==> config.mk <==
export PLATFORM = sky130hd
export DESIGN_NAME = uart_cmd_ctrl_flat
export DESIGN_NICKNAME = d
export VERILOG_FILES = /design/src/rtl/uart_cmd_ctrl_if.sv /design/src/rtl/uart_cmd_ctrl.sv /design/src/flat_wrapper.sv
export SDC_FILE = /design/constraint.sdc
export NUM_CORES = 1
export LEC_CHECK = 0
export CAP_MARGIN = 20
export CORE_ASPECT_RATIO = 0.9
export CORE_MARGIN = 2
export CORE_UTILIZATION = 56
export DETAILED_ROUTE_END_ITERATION = 10
export PLACE_DENSITY = 0.8
export SLEW_MARGIN = 20
export SYNTH_ARGS = -nofsm -noshare
export SYNTH_HDL_FRONTEND = slang
export SYNTH_SLANG_ARGS = --single-unit
export TNS_END_PERCENT = 5
==> constraint.sdc <==
create_clock -name HDW_FPGA_100M_CLK -period 2.76 [get_ports HDW_FPGA_100M_CLK]
set_clock_uncertainty 0.2 [all_clocks]
set_input_delay 0.828 -clock HDW_FPGA_100M_CLK [delete_from_list [all_inputs] [get_ports HDW_FPGA_100M_CLK]]
set_output_delay 0.828 -clock HDW_FPGA_100M_CLK [all_outputs]
set_load 0.005 [all_outputs]
==> src/rtl/uart_cmd_ctrl_if.sv <==
// Byte-stream and register-bus signal bundle for the UART host-command sequencer.
// master = sequencer side, slave = UART/register-bus side.
interface uart_cmd_ctrl_if;
    logic [7:0]  rx_data;
    logic        rx_valid;
    logic [7:0]  tx_data;
    logic        tx_valid;
    logic        tx_ready;
    logic [31:0] reg_addr;
    logic [31:0] reg_wdata;
    logic        reg_wr;
    logic        reg_rd;
    logic [31:0] reg_rdata;
    logic        reg_rd_ack;

    modport master (
        input  rx_data, rx_valid, tx_ready, reg_rdata, reg_rd_ack,
        output tx_data, tx_valid, reg_addr, reg_wdata, reg_wr, reg_rd
    );

    modport slave (
        output rx_data, rx_valid, tx_ready, reg_rdata, reg_rd_ack,
        input  tx_data, tx_valid, reg_addr, reg_wdata, reg_wr, reg_rd
    );
endinterface

==> src/rtl/uart_cmd_ctrl.sv <==
// Host-command sequencer: assembles 10-byte UART command frames, issues one
// register-bus write or read per valid frame and streams back a 10-byte response.
module uart_cmd_ctrl #(
    parameter int unsigned BYTE_TIMEOUT = 100000,
    parameter int unsigned BUS_TIMEOUT  = 255
) (
    input  logic                  HDW_FPGA_100M_CLK,
    input  logic                  HDW_DEVRST_N,
    uart_cmd_ctrl_if.master       bus,
    output logic                  busy,
    output logic [7:0]            frame_err_cnt
);
    localparam int unsigned IDLE_W = $clog2(BYTE_TIMEOUT + 1);
    localparam int unsigned BUS_W  = $clog2(BUS_TIMEOUT + 1);

    localparam logic [7:0] HDR_WR  = 8'h5A;
    localparam logic [7:0] HDR_RD  = 8'h5B;
    localparam logic [7:0] TAIL_WR = 8'hA5;
    localparam logic [7:0] TAIL_RD = 8'hA4;

    typedef enum logic [2:0] {
        HUNT    = 3'd0,
        COLLECT = 3'd1,
        BUS_WR  = 3'd2,
        BUS_RD  = 3'd3,
        RESP    = 3'd4
    } state_t;

    state_t              state_r;
    logic [3:0]          idx_r;
    logic [7:0]          hdr_r;
    logic [31:0]         addr_buf_r;
    logic [31:0]         data_buf_r;
    logic [IDLE_W-1:0]   idle_cnt_r;
    logic [BUS_W-1:0]    bus_cnt_r;
    logic [3:0]          k_r;
    logic [31:0]         resp_data_r;
    logic [7:0]          tx_data_r;
    logic                tx_valid_r;
    logic [31:0]         reg_addr_r;
    logic [31:0]         reg_wdata_r;
    logic                reg_wr_r;
    logic                reg_rd_r;
    logic                busy_r;
    logic [7:0]          err_cnt_r;

    function automatic logic [7:0] sat_inc(input logic [7:0] v);
        return (v == 8'hFF) ? v : v + 8'd1;
    endfunction

    function automatic logic [7:0] resp_byte(input logic [3:0] k, input logic [7:0] hdr,
                                             input logic [31:0] a, input logic [31:0] d);
        logic [7:0] b;
        case (k)
            4'd0:    b = hdr;
            4'd1:    b = a[31:24];
            4'd2:    b = a[23:16];
            4'd3:    b = a[15:8];
            4'd4:    b = a[7:0];
            4'd5:    b = d[31:24];
            4'd6:    b = d[23:16];
            4'd7:    b = d[15:8];
            4'd8:    b = d[7:0];
            4'd9:    b = (hdr == HDR_WR) ? TAIL_WR : TAIL_RD;
            default: b = 8'h00;
        endcase
        return b;
    endfunction

    // Frame sequencer: every output is a register updated here.
    always_ff @(posedge HDW_FPGA_100M_CLK or negedge HDW_DEVRST_N) begin
        if (!HDW_DEVRST_N) begin
            state_r     <= HUNT;
            idx_r       <= 4'd0;
            hdr_r       <= 8'h00;
            addr_buf_r  <= 32'h0000_0000;
            data_buf_r  <= 32'h0000_0000;
            idle_cnt_r  <= '0;
            bus_cnt_r   <= '0;
            k_r         <= 4'd0;
            resp_data_r <= 32'h0000_0000;
            tx_data_r   <= 8'h00;
            tx_valid_r  <= 1'b0;
            reg_addr_r  <= 32'h0000_0000;
            reg_wdata_r <= 32'h0000_0000;
            reg_wr_r    <= 1'b0;
            reg_rd_r    <= 1'b0;
            busy_r      <= 1'b0;
            err_cnt_r   <= 8'h00;
        end else begin
            case (state_r)
                HUNT: begin
                    if (bus.rx_valid && (bus.rx_data == HDR_WR || bus.rx_data == HDR_RD)) begin
                        hdr_r      <= bus.rx_data;
                        idx_r      <= 4'd1;
                        idle_cnt_r <= '0;
                        state_r    <= COLLECT;
                        busy_r     <= 1'b1;
                    end else begin
                        busy_r <= 1'b0;
                    end
                end
                COLLECT: begin
                    // A byte arriving on the expiry cycle wins over the timeout.
                    if (bus.rx_valid) begin
                        idle_cnt_r <= '0;
                        idx_r      <= idx_r + 4'd1;
                        if (idx_r <= 4'd4) begin
                            addr_buf_r <= {addr_buf_r[23:0], bus.rx_data};
                        end else if (idx_r <= 4'd8) begin
                            data_buf_r <= {data_buf_r[23:0], bus.rx_data};
                        end else if (hdr_r == HDR_WR && bus.rx_data == TAIL_WR) begin
                            reg_addr_r  <= addr_buf_r;
                            reg_wdata_r <= data_buf_r;
                            reg_wr_r    <= 1'b1;
                            state_r     <= BUS_WR;
                        end else if (hdr_r == HDR_RD && bus.rx_data == TAIL_RD) begin
                            reg_addr_r <= addr_buf_r;
                            reg_rd_r   <= 1'b1;
                            state_r    <= BUS_RD;
                        end else begin
                            err_cnt_r <= sat_inc(err_cnt_r);
                            state_r   <= HUNT;
                            busy_r    <= 1'b0;
                        end
                    end else if (idle_cnt_r == IDLE_W'(BYTE_TIMEOUT - 1)) begin
                        err_cnt_r <= sat_inc(err_cnt_r);
                        state_r   <= HUNT;
                        busy_r    <= 1'b0;
                    end else begin
                        idle_cnt_r <= idle_cnt_r + {{(IDLE_W-1){1'b0}}, 1'b1};
                    end
                end
                BUS_WR: begin
                    reg_wr_r    <= 1'b0;
                    resp_data_r <= reg_wdata_r;
                    k_r         <= 4'd0;
                    tx_data_r   <= hdr_r;
                    tx_valid_r  <= 1'b1;
                    state_r     <= RESP;
                end
                BUS_RD: begin
                    // The strobe cycle itself never counts as an ack.
                    if (reg_rd_r) begin
                        reg_rd_r  <= 1'b0;
                        bus_cnt_r <= '0;
                    end else if (bus.reg_rd_ack || bus_cnt_r == BUS_W'(BUS_TIMEOUT - 1)) begin
                        if (bus.reg_rd_ack) begin
                            resp_data_r <= bus.reg_rdata;
                        end else begin
                            resp_data_r <= 32'hDEAD_BEEF;
                            err_cnt_r   <= sat_inc(err_cnt_r);
                        end
                        k_r        <= 4'd0;
                        tx_data_r  <= hdr_r;
                        tx_valid_r <= 1'b1;
                        state_r    <= RESP;
                    end else begin
                        bus_cnt_r <= bus_cnt_r + {{(BUS_W-1){1'b0}}, 1'b1};
                    end
                end
                RESP: begin
                    if (bus.tx_ready) begin
                        if (k_r == 4'd9) begin
                            tx_valid_r <= 1'b0;
                            state_r    <= HUNT;
                            busy_r     <= 1'b0;
                        end else begin
                            k_r       <= k_r + 4'd1;
                            tx_data_r <= resp_byte(k_r + 4'd1, hdr_r, reg_addr_r, resp_data_r);
                        end
                    end else begin
                        tx_valid_r <= 1'b1;
                    end
                end
                default: begin
                    state_r    <= HUNT;
                    tx_valid_r <= 1'b0;
                    reg_wr_r   <= 1'b0;
                    reg_rd_r   <= 1'b0;
                    busy_r     <= 1'b0;
                end
            endcase
        end
    end

    assign bus.tx_data    = tx_data_r;
    assign bus.tx_valid   = tx_valid_r;
    assign bus.reg_addr   = reg_addr_r;
    assign bus.reg_wdata  = reg_wdata_r;
    assign bus.reg_wr     = reg_wr_r;
    assign bus.reg_rd     = reg_rd_r;
    assign busy           = busy_r;
    assign frame_err_cnt  = err_cnt_r;

endmodule

==> src/flat_wrapper.sv <==
// flat-port wrapper written by rule: the top's interface ports become plain ports
module uart_cmd_ctrl_flat 
#(
    parameter int unsigned BYTE_TIMEOUT = 100000,
    parameter int unsigned BUS_TIMEOUT  = 255
)
  (HDW_FPGA_100M_CLK, HDW_DEVRST_N, busy, frame_err_cnt, bus_rx_data, bus_rx_valid, bus_tx_ready, bus_reg_rdata, bus_reg_rd_ack, bus_tx_data, bus_tx_valid, bus_reg_addr, bus_reg_wdata, bus_reg_wr, bus_reg_rd);
  uart_cmd_ctrl_if bus_i ();
  input  logic HDW_FPGA_100M_CLK;
  input  logic HDW_DEVRST_N;
  output logic busy;
  output logic [7:0] frame_err_cnt;
  input wire logic [$bits(bus_i.rx_data)-1:0] bus_rx_data;
  input wire logic [$bits(bus_i.rx_valid)-1:0] bus_rx_valid;
  input wire logic [$bits(bus_i.tx_ready)-1:0] bus_tx_ready;
  input wire logic [$bits(bus_i.reg_rdata)-1:0] bus_reg_rdata;
  input wire logic [$bits(bus_i.reg_rd_ack)-1:0] bus_reg_rd_ack;
  output wire logic [$bits(bus_i.tx_data)-1:0] bus_tx_data;
  output wire logic [$bits(bus_i.tx_valid)-1:0] bus_tx_valid;
  output wire logic [$bits(bus_i.reg_addr)-1:0] bus_reg_addr;
  output wire logic [$bits(bus_i.reg_wdata)-1:0] bus_reg_wdata;
  output wire logic [$bits(bus_i.reg_wr)-1:0] bus_reg_wr;
  output wire logic [$bits(bus_i.reg_rd)-1:0] bus_reg_rd;
  assign bus_i.rx_data = bus_rx_data;
  assign bus_i.rx_valid = bus_rx_valid;
  assign bus_i.tx_ready = bus_tx_ready;
  assign bus_i.reg_rdata = bus_reg_rdata;
  assign bus_i.reg_rd_ack = bus_reg_rd_ack;
  assign bus_tx_data = bus_i.tx_data;
  assign bus_tx_valid = bus_i.tx_valid;
  assign bus_reg_addr = bus_i.reg_addr;
  assign bus_reg_wdata = bus_i.reg_wdata;
  assign bus_reg_wr = bus_i.reg_wr;
  assign bus_reg_rd = bus_i.reg_rd;
  uart_cmd_ctrl #(.BYTE_TIMEOUT(BYTE_TIMEOUT), .BUS_TIMEOUT(BUS_TIMEOUT)) u_core (.HDW_FPGA_100M_CLK(HDW_FPGA_100M_CLK), .HDW_DEVRST_N(HDW_DEVRST_N), .bus(bus_i), .busy(busy), .frame_err_cnt(frame_err_cnt));
endmodule
==> metrics.md <==
| Metric | Value |
|---|---|
| Power per Cell Area | `735 mW/mm^2` |
| Data required time of the worst path | `2.97 ns` |
| Post-placement worst setup slack | `-0.630 ns` |
| Clk_lat worst skew | `0.53 ns` |
| Root buf cell | `clkbuf_16` |
| Worst Setup End Kind | `register` |
| Most frequently used flop master after synthesis | `dfrtp_1` |
| Launching element type of the critical path | `register` |
| Via density | `6.14` |
| Max-capacitance violation count | `0` |
| Post-synthesis register bit count | `224` |
| Number of DRC violations after detailed routing | `0` |
| Min Clock Period, post-route | `2.77 ns` |
| TritonCTS clock tree | `done` |
| Area of the core region | `0.0192 mm^2` |
| Violated checks | `setup timing` |
| Async set or reset register ratio after synthesis | `100%` |
| Antenna cells | `0` |
| Top library cells by usage in the layout, fill and taps aside | `dfrtp_1, mux2_2, clkdlybuf4s50_1, buf_4, nand2_1` |
| Unique cell type count in the Yosys netlist | `77` |
| Count of flip-flops with a built-in enable after synthesis | `0` |
| Biggest area contributors in the synthesized netlist | `dfrtp_1, mux2_2, o21ai_0` |
| Number of vias in the routed layout | `9126` |
| H-tree levels | `1` |
| Die extent in y | `137 um` |
| Max clock buf depth | `3` |
| Most area-hungry cell type in the Yosys netlist | `dfrtp_1` |
| Max stage delay cell, worst path | `a2111oi_2` |
| Count of buffer and inverter cells on the critical path | `3` |
| Syn-to-layout area delta | `30.4%` |
| Relative max-transition margin | `66.1%` |
| Number of hold violations in the final report | `0` |
| Detailed Route Iter0 Violations | `730` |
| Wire length of the first global-routing pass | `51.6 mm` |
| Most common cell after layout, fill and taps aside | `dfrtp_1` |
| CTS clock-pin slew for the worst setup and hold paths | `~0.06 ns` |
| Endpoints failing setup | `1` |
| Series of cell instances along the critical path | `buf_4, inv_1, ha_1, buf_4, and3b_1, o21bai_1, a2111oi_2, nand4_1, a22o_1` |
| Quantity of I/O buffers inserted on ports | `128` |
| TritonCTS buffer count | `23` |
| Total Die Area | `0.0208 mm^2` |
| Yosys top cell area share | `50.9%` |
| Highest achievable clock rate | `361 MHz` |
| Synthesized net count | `1064` |
| Post-Syn Instances | `1007` |
| Proportion of layout cells with a drive suffix above 1 | `approximately a quarter` |
| Start-to-end type of the worst setup path | `register to register` |
| Leakage power total | `between 6 and 7 nW` |
| Detail-routed net length per standard cell | `22.7 um` |
| Category of cells accounting for the largest share of critical-path delay | `compound AO/OA/AOI/OAI gates` |
| Clock power frac | `33.4%` |
| Synthesized area per cell | `between 10 and 15 um^2` |
| DRT Pass-1 Iters | `5` |
| Initial antenna violation count | `1` |
| Endpoint arrival time on the critical path | `2.97 ns` |
| Worst min-delay path class | `input pin to asynchronous set/reset pin` |
| Initial Utilization | `57.3%` |
| Horizontal die dimension | `roughly 150 um` |
| Number of global-route vias before repair | `around 9000` |
| Seq pwr share | `39.9%` |
| Sw power | `between 3 and 4 mW` |
| Sw frac | `30.5%` |
| Post-Synthesis Cell Area | `0.0110 mm^2` |
| Gate power share | `26.7%` |
| Aggregate global routing overflow | `0` |
| Count of boundary I/O pins | `129` |
| Global routing usage summed across all routing layers | `32.0%` |
| Syn. warnings | `0` |
| Post-route setup slack | `-0.00632 ns` |
| Worst-path maximum fanout | `7` |
| Sequential-to-total area share from yosys stat | `50.9%` |
| Post-layout nets | `1276` |
| Count of nets left with antenna violations after detail routing | `0` |
| Internal Power | `7.34 mW` |
| CP dominant cell by count | `buf_4` |
| Detailed placer's ending HPWL | `24.0 mm` |
| IR drop worst, VDD | `0.000963 V` |
| Total Wirelength | `between 30 and 40 mm` |
| Final core occ | `between 70% and 80%` |
| Clock tree sinks | `224` |
| Run status | `finished with violations` |
| Crit share post-route | `100%` |
| Worst stage delay on the critical path | `0.42 ns` |
| Row Count | `48` |
| Unrepaired setup endpoints after global routing | `yes` |
| Worst Tran Pin Value | `0.507 ns` |
| Number of max-slew violations in the final report | `0` |
| Final Wtd Congestion | `0.990` |
| Pin count of the biggest net entering global routing | `65` |
==> path summary, 6_finish.rpt <==
check                                      startpoint               endpoint  slack [ns]  cells after the start
min in group HDW_FPGA_100M_CLK  u_core.bus.tx_data[6]  u_core.bus.tx_data[6]        0.27                      2
worst max register to register          u_core.k_r[0]  u_core.bus.tx_data[5]      -0.006                      9
max in group asynchronous                HDW_DEVRST_N  u_core.addr_buf_r[20]        1.62                      2
worst max-delay path                    u_core.k_r[0]  u_core.bus.tx_data[5]      -0.006                      9
worst min register to register  u_core.bus.tx_data[6]  u_core.bus.tx_data[6]        0.27                      2
worst min-delay path                     HDW_DEVRST_N   u_core.idle_cnt_r[5]        0.03                      1
==> power groups by stage <==
stage	sequential [mW]	combinational, mW	clock, mW
CTS	4.18	2.77	3.57
global placement	4.20	2.70	0
floorplan	4.06	1.48	0
global route	4.26	3.03	3.69
finish	4.21	2.82	3.53
detailed placement	4.23	2.75	0
==> layout make-up <==
class	instances	area (um^2)
multi-input combinational	706	5120
clock inverter	11	198
sequential	224	5610
clock buffer	31	676
tap	250	313
inverter	18	67.6
timing repair buffer	246	2380
fill	1291	4860
==> Yosys cell counts (15+ instances only) <==
cell and instances:
nand4_1 20, nand3_1 15, mux2_2 133, or3_1 33, inv_1 18, nor2_1 38, nand2_1 100, buf_2 20
dfrtp_1 224, xnor2_1 17, o21ai_0 87, clkbuf_1 30, a21oi_1 43
==> per-stage QoR <==
stage                     cell area, um^2  total power, mW  std cells  setup TNS [ns]  hold slack (ns)
final                               14400             10.6       1486        -0.00632           0.0267
after global routing                14400             11.0       1486         -0.0798           0.0627
after CTS                           14200             10.5       1482               0           0.0407
after detailed placement            13300             6.98       1440          -50.58            0.271
after global placement              13300             6.90       1440          -40.30            0.260
after floorplan                     11000             5.54       1007               0            0.242
==> cell families (layout without fill, tap and decap cells) <==
family                   after synthesis  after routing  share of synthesized area (%)
buffers and inverters                 77            306                           3.26
AND/OR/NAND/NOR                      302            302                           14.7
adder cells (fa/ha/maj)               12             12                           1.36
flip-flops                           224            224                           50.9
multiplexers                         143            143                           14.6
XOR/XNOR                              24             24                           1.91
AO/OA/AOI/OAI                        225            225                           13.3
==> timing repair <==
| action | CTS | global route |
|---|---|---|
| gates cloned | 0 | 2 |
| pin swaps | 0 | 5 |
| endpoints found under the setup margin | 63 | 70 |
| buffers inserted | 0 | 2 |
| gates resized for setup | 1 | 17 |
| hold buffers | 0 | 0 |
==> metal layers <==
metal  wire length, um  up-vias  track usage [%]
met3              2520       68             5.83
met4               967        2             9.19
met2             15300      383             50.8
li1                  -     4114                -
met5                 9        -                0
met1             14800     4559             45.7
==> flip-flops by register name, indices dropped and copies added (netlist names) <==
| name | count |
|---|---|
| u_core.addr_buf_r | 32 |
| u_core.bus.reg_addr | 32 |
| u_core.bus.reg_wdata | 32 |
| u_core.data_buf_r | 32 |
| u_core.resp_data_r | 32 |
| u_core.idle_cnt_r | 17 |
| u_core.bus.tx_data | 8 |
| u_core.bus_cnt_r | 8 |
| u_core.frame_err_cnt | 8 |
| u_core.hdr_r | 8 |
| u_core.idx_r | 4 |
| u_core.k_r | 4 |
| u_core.state_r | 3 |
| u_core.bus.reg_rd | 1 |
| u_core.bus.reg_wr | 1 |
| u_core.bus.tx_valid | 1 |
| u_core.busy | 1 |
Note: power is estimated with default switching activity, not from simulation.
